==> src/rtl/spi_pkg.sv <==
// Shared opcodes, counter widths and state encoding for the SPI RDID responder.
package spi_pkg;

    localparam logic [7:0] OP_RDID = 8'h9F;
    localparam logic [7:0] OP_RDSR = 8'h05;

    localparam int unsigned CMD_BITS = 8;
    localparam int unsigned ID_BITS  = 24;
    localparam int unsigned CNT_W    = 5;

    typedef enum logic [2:0] {
        IDLE,
        CMD,
        RESP,
        RESP_SR,
        IGNORE
    } state_t;

endpackage

==> src/rtl/spi_edge_sync.sv <==
// Pin synchronizer with registered rise/fall pulses; level_o is aligned with the pulses.
module spi_edge_sync #(
    parameter int unsigned SYNC_STAGES = 2
) (
    input  logic clk,
    input  logic reset,
    input  logic pin_i,
    output logic level_o,
    output logic rise_o,
    output logic fall_o
);

    logic [SYNC_STAGES-1:0] sync_q;
    logic                   hist_q;
    logic                   rise_q;
    logic                   fall_q;

    // Chain resets low so a CS_N held low across reset never looks like a new frame start.
    always_ff @(posedge clk) begin
        if (reset) begin
            sync_q <= '0;
            hist_q <= 1'b0;
            rise_q <= 1'b0;
            fall_q <= 1'b0;
        end else begin
            sync_q <= {sync_q[SYNC_STAGES-2:0], pin_i};
            hist_q <= sync_q[SYNC_STAGES-1];
            rise_q <= sync_q[SYNC_STAGES-1] & ~hist_q;
            fall_q <= ~sync_q[SYNC_STAGES-1] & hist_q;
        end
    end

    assign level_o = hist_q;
    assign rise_o  = rise_q;
    assign fall_o  = fall_q;

endmodule

==> src/rtl/spi_rdid_slave.sv <==
// SPI mode-0 responder returning a JEDEC ID for RDID, oversampled in the clk domain.
// Optional RDSR status readback is enabled by defining SPI_RDID_SLAVE_STATUS_EN.
module spi_rdid_slave
    import spi_pkg::*;
#(
    parameter logic [7:0]  CMD_RDID    = OP_RDID,
    parameter logic [7:0]  ID_BYTE0    = 8'h20,
    parameter logic [7:0]  ID_BYTE1    = 8'h20,
    parameter logic [7:0]  ID_BYTE2    = 8'h15,
    parameter int unsigned SYNC_STAGES = 2
) (
    input  logic       clk,
    input  logic       reset,
    input  logic       SPICLK,
    input  logic       SPIMOSI,
    input  logic       SPICS_N,
`ifdef SPI_RDID_SLAVE_STATUS_EN
    input  logic [7:0] status_in,
`endif
    output logic       SPIMISO,
    output logic       miso_oe,
    output logic       cmd_valid,
    output logic [7:0] cmd_byte,
    output logic       busy
);

    logic sclk_rise, sclk_fall, sclk_lvl_unused;
    logic mosi_lvl, mosi_rise_unused, mosi_fall_unused;
    logic cs_rise, cs_fall, cs_lvl_unused;

    spi_edge_sync #(.SYNC_STAGES(SYNC_STAGES)) u_sync_sclk (
        .clk(clk), .reset(reset), .pin_i(SPICLK),
        .level_o(sclk_lvl_unused), .rise_o(sclk_rise), .fall_o(sclk_fall)
    );

    spi_edge_sync #(.SYNC_STAGES(SYNC_STAGES)) u_sync_mosi (
        .clk(clk), .reset(reset), .pin_i(SPIMOSI),
        .level_o(mosi_lvl), .rise_o(mosi_rise_unused), .fall_o(mosi_fall_unused)
    );

    spi_edge_sync #(.SYNC_STAGES(SYNC_STAGES)) u_sync_cs (
        .clk(clk), .reset(reset), .pin_i(SPICS_N),
        .level_o(cs_lvl_unused), .rise_o(cs_rise), .fall_o(cs_fall)
    );

    state_t           state_q, state_d;
    logic [CNT_W-1:0] cnt_q, cnt_d;
    logic [7:0]       shift_q, shift_d;
    logic [7:0]       cmd_byte_q, cmd_byte_d;
    logic             cmd_valid_q, cmd_valid_d;
    logic             miso_q, miso_d;
    logic             oe_q, oe_d;
    logic             busy_q, busy_d;
`ifdef SPI_RDID_SLAVE_STATUS_EN
    logic [7:0]       status_q, status_d;
`endif

    logic [ID_BITS-1:0] id_word;
    logic [CNT_W-1:0]   id_idx;

    assign id_word = {ID_BYTE0, ID_BYTE1, ID_BYTE2};
    assign id_idx  = CNT_W'(ID_BITS - 1) - cnt_q;

    always_ff @(posedge clk) begin
        if (reset) begin
            state_q     <= IDLE;
            cnt_q       <= '0;
            shift_q     <= '0;
            cmd_byte_q  <= '0;
            cmd_valid_q <= 1'b0;
            miso_q      <= 1'b0;
            oe_q        <= 1'b0;
            busy_q      <= 1'b0;
`ifdef SPI_RDID_SLAVE_STATUS_EN
            status_q    <= '0;
`endif
        end else begin
            state_q     <= state_d;
            cnt_q       <= cnt_d;
            shift_q     <= shift_d;
            cmd_byte_q  <= cmd_byte_d;
            cmd_valid_q <= cmd_valid_d;
            miso_q      <= miso_d;
            oe_q        <= oe_d;
            busy_q      <= busy_d;
`ifdef SPI_RDID_SLAVE_STATUS_EN
            status_q    <= status_d;
`endif
        end
    end

    // CS_N rising edge overrides any SPICLK edge seen in the same cycle.
    always_comb begin
        state_d     = state_q;
        cnt_d       = cnt_q;
        shift_d     = shift_q;
        cmd_byte_d  = cmd_byte_q;
        cmd_valid_d = 1'b0;
        miso_d      = miso_q;
`ifdef SPI_RDID_SLAVE_STATUS_EN
        status_d    = status_q;
`endif
        if (cs_rise) begin
            state_d = IDLE;
            cnt_d   = '0;
            shift_d = '0;
        end else begin
            case (state_q)
                IDLE: begin
                    if (cs_fall) begin
                        state_d = CMD;
                        cnt_d   = '0;
                    end
                end
                CMD: begin
                    if (sclk_rise) begin
                        shift_d = {shift_q[6:0], mosi_lvl};
                        if (cnt_q == CNT_W'(CMD_BITS - 1)) begin
                            cnt_d       = '0;
                            cmd_byte_d  = shift_d;
                            cmd_valid_d = 1'b1;
                            if (shift_d == CMD_RDID) begin
                                state_d = RESP;
                            end
`ifdef SPI_RDID_SLAVE_STATUS_EN
                            else if (shift_d == OP_RDSR) begin
                                state_d  = RESP_SR;
                                status_d = status_in;
                            end
`endif
                            else begin
                                state_d = IGNORE;
                            end
                        end else begin
                            cnt_d = cnt_q + CNT_W'(1);
                        end
                    end
                end
                RESP: begin
                    if (sclk_fall) begin
                        miso_d = id_word[id_idx];
                        cnt_d  = (cnt_q == CNT_W'(ID_BITS - 1)) ? '0 : cnt_q + CNT_W'(1);
                    end
                end
`ifdef SPI_RDID_SLAVE_STATUS_EN
                RESP_SR: begin
                    if (sclk_fall) begin
                        miso_d = status_q[3'(CMD_BITS - 1) - cnt_q[2:0]];
                        cnt_d  = (cnt_q == CNT_W'(CMD_BITS - 1)) ? '0 : cnt_q + CNT_W'(1);
                    end
                end
`endif
                default: begin
                end
            endcase
        end
        oe_d = (state_d == RESP) || (state_d == RESP_SR);
        if (!oe_d) begin
            miso_d = 1'b0;
        end
        busy_d = (state_d != IDLE);
    end

    assign SPIMISO   = miso_q;
    assign miso_oe   = oe_q;
    assign cmd_valid = cmd_valid_q;
    assign cmd_byte  = cmd_byte_q;
    assign busy      = busy_q;

endmodule

==> config.mk <==
export PLATFORM = sky130hd
export DESIGN_NAME = spi_rdid_slave
export DESIGN_NICKNAME = d
export VERILOG_FILES = /design/src/rtl/spi_pkg.sv /design/src/rtl/spi_edge_sync.sv /design/src/rtl/spi_rdid_slave.sv
export SDC_FILE = /design/constraint.sdc
export NUM_CORES = 1
export LEC_CHECK = 0
export ABC_CLOCK_PERIOD_IN_PS = 1870
export CORE_MARGIN = 1.5
export CORE_UTILIZATION = 57
export CTS_BUF_LIST = sky130_fd_sc_hd__clkbuf_8
export CTS_CLUSTER_SIZE = 10
export DETAILED_ROUTE_END_ITERATION = 12
export GPL_TIMING_DRIVEN = 0
export PLACE_DENSITY = 0.8
export RECOVER_POWER = 50
export SLEW_MARGIN = 20
export SYNTH_ARGS = -nofsm -noshare
export SYNTH_HDL_FRONTEND = slang
export SYNTH_SLANG_ARGS = --single-unit
==> constraint.sdc <==
create_clock -name clk -period 1.87 [get_ports clk]
set_input_delay 0.374 -clock clk [delete_from_list [all_inputs] [get_ports clk]]
set_output_delay 0.374 -clock clk [all_outputs]
set_load 0.02 [all_outputs]
==> out/results.ini <==
[clock_tree]
clk_latency_ps=280
path_clk_slew_ps=80
cts_made_buffers=5
cts_sinks=40
cts_tree=yes
htree_levels=2
cts-root-buf=clkbuf_8
clock_path_buffers=2
ctsHoldBuffers=0

[floorplan]
die_x_um=56.87
fp.coreArea_um2=2758
die_area_um2=3234
initial_core_util_pct=59.98
pin_count=17
die_y_um=56.87
rows=19

[global_route]
grtUsageTotal_pct=21.62
grt_remaining_overflow=0
grt_max_degree=12
grt_pass1_vias=1244
grt_pass1_wl_um=5520
antenna_found_initial=0

[logic_synthesis]
ys.warnings.count=0
synth-edff-count=0
synthCells=179
synth_ff_type=dfxtp_1
synth-seq-cells=40
syn-num-nets=187
synth.distinct_cells=40
seq_area_frac_synth_pct=48.41
avgSynthCellArea_um2=9.241
async_flop_share_pct=0
synth_area_um2=1654

[drt]
num_vias=1330
drc_errors=0
met3RoutedLength_um=177
wl_um=3163
antenna_left=0
first_pass_iters=4
first_iter_violations=56
routed.top_layer=met4
wire_per_inst_um=13.40
wl_met1_um=1455
avgViaCountPerCell=5.636
met2WireLength_um=1514

[cells_and_area]
area_delta_synth_final_pct=18.53
antennaDiodeCount=0
nets=212
postLayoutCellArea_um2=1961
drive_above_1_share_pct=10.24

[sta]
fin_crit_sh_pct=91.15
skew_ps=5.129
maxSlewHeadroom_pct=56.27
rsz0062_at_grt=true
hold_slack_ps=410.7
hold_viol=0
tightest_slew_ps=649.1
layout_min_cycle_time_ps=1704
drv_slew=0
fmax_mhz=586.7
setup_violations=0

[placed_design]
dpl.hpwl_um=2302
placed_area_um2=1853
io_buffers=16
gp_congestion=0.8731

[worst_hold_path]
hp-class=register to register

[worst_setup_path]
crit_type=register to register
cp-start-kind=register
cp.arrival_ps=1910
cp.required_ps=2080
path_max_fanout=8
critPathCaptureType=register

[pwr]
power.density_nw_per_um2=753.9
leakage_nw=0.6688
total_power_mw=1.478
irDropWorstVdd_uv=750.5

[run]
drv_cap=0

[outcome]
status=complete, no violations

==> critical path: stages, from the launching register on <==
cell	delay, ps
dfxtp_1	470
inv_1	70
ha_1	190
and3_1	210
o32ai_2	360
nand4b_1	150
a21oi_1	190
==> per-stage QoR <==
step / cells / util, % / setup slack, ps / TNS, ps
after CTS: 236 / 71.01 / 113.7 / 0
final: 236 / 71.10 / 165.6 / 0
after detailed placement: 226 / 67.20 / 14.27 / 0
after global placement: 226 / 67.20 / 27.74 / 0
after floorplan: 179 / - / 352.2 / 0
after global routing: 236 / 71.10 / -4.529 / -4.529
==> flip-flops by register name, summed over array words and instances (netlist names), 2 cells and up <==
name                flops
cmd_byte                8
shift_q                 7
cnt_q                   5
state_q                 3
u_sync_cs.sync_q        2
u_sync_mosi.sync_q      2
u_sync_sclk.sync_q      2
==> Yosys cell counts (2+ instances only) <==
cell type	instances	area share [%]
nor2b_1	12	4.5
o31ai_1	2	0.91
o21a_1	2	0.91
nor3b_1	2	0.91
inv_1	4	0.91
clkbuf_1	5	1.1
mux2i_1	4	2.4
nand2_1	30	6.8
nand4b_1	3	1.6
nor3_1	4	1.2
nand4_1	5	1.9
o211ai_1	2	0.91
a21oi_1	19	5.7
ha_1	3	2.3
nand3_1	6	1.8
and3_1	2	0.76
nor2_1	8	1.8
o21ai_0	3	0.91
buf_6	3	2.0
dfxtp_1	40	48
==> cell type report <==
class	count	area, um^2
Sequential cell	40	800.8
Fill cell	213	797.0
Multi-Input combinational cell	125	775.7
Timing Repair Buffer	18	175.2
Clock buffer	6	82.58
Buffer	10	65.06
Tap cell	31	38.79
Inverter	4	15.01
Clock inverter	2	7.507
==> worst paths after layout <==
| kind | start | to | slack [ps] | depth (start not counted) |
|---|---|---|---|---|
| min reg2reg | u_sync_cs.level_o | u_sync_cs.rise_o | 410 | 1 |
| max | cnt_q[3] | cnt_q[1] | 170 | 6 |
| min | u_sync_cs.level_o | u_sync_cs.rise_o | 410 | 1 |
| max reg2reg | cnt_q[3] | cnt_q[1] | 170 | 6 |
==> power by group <==
group          internal [mW]  switching (mW)
Sequential             0.861         0.00490
Combinational         0.0182          0.0247
Clock                  0.290           0.279
Total                   1.17           0.309
==> timing repair <==
action	in CTS	in global routing
pin swaps	1	0
resized for setup	0	1
setup buffers	2	0
setup endpoints to repair	1	12
==> metal layers <==
| layer | GRT usage (%) | up-vias |
|---|---|---|
| met5 | 0 | - |
| met4 | 9.302 | 0 |
| met3 | 5.991 | 2 |
| met2 | 33.72 | 35 |
| met1 | 28.05 | 622 |
| li1 | - | 671 |
==> logic make-up after synthesis <==
logic type,share of synthesized area [%]
simple gates,29.50
buf+inv,4.841
fa+ha+maj,2.270
mux,2.421
flops,48.41
compound gates,12.03
xor+xnor,0.5296
==> placed cells by master, fill, tap and decap left out, drive strengths merged, types with 5 or more instances in the layout <==
cell type,count
clkbuf,11
nor2b,12
inv,6
nand2,30
nor3,5
clkdlybuf4s50,15
nand3,6
a21oi,20
buf,7
nand4,5
nor2,8
dfxtp,40
Note: power is estimated with default switching activity, not from simulation.
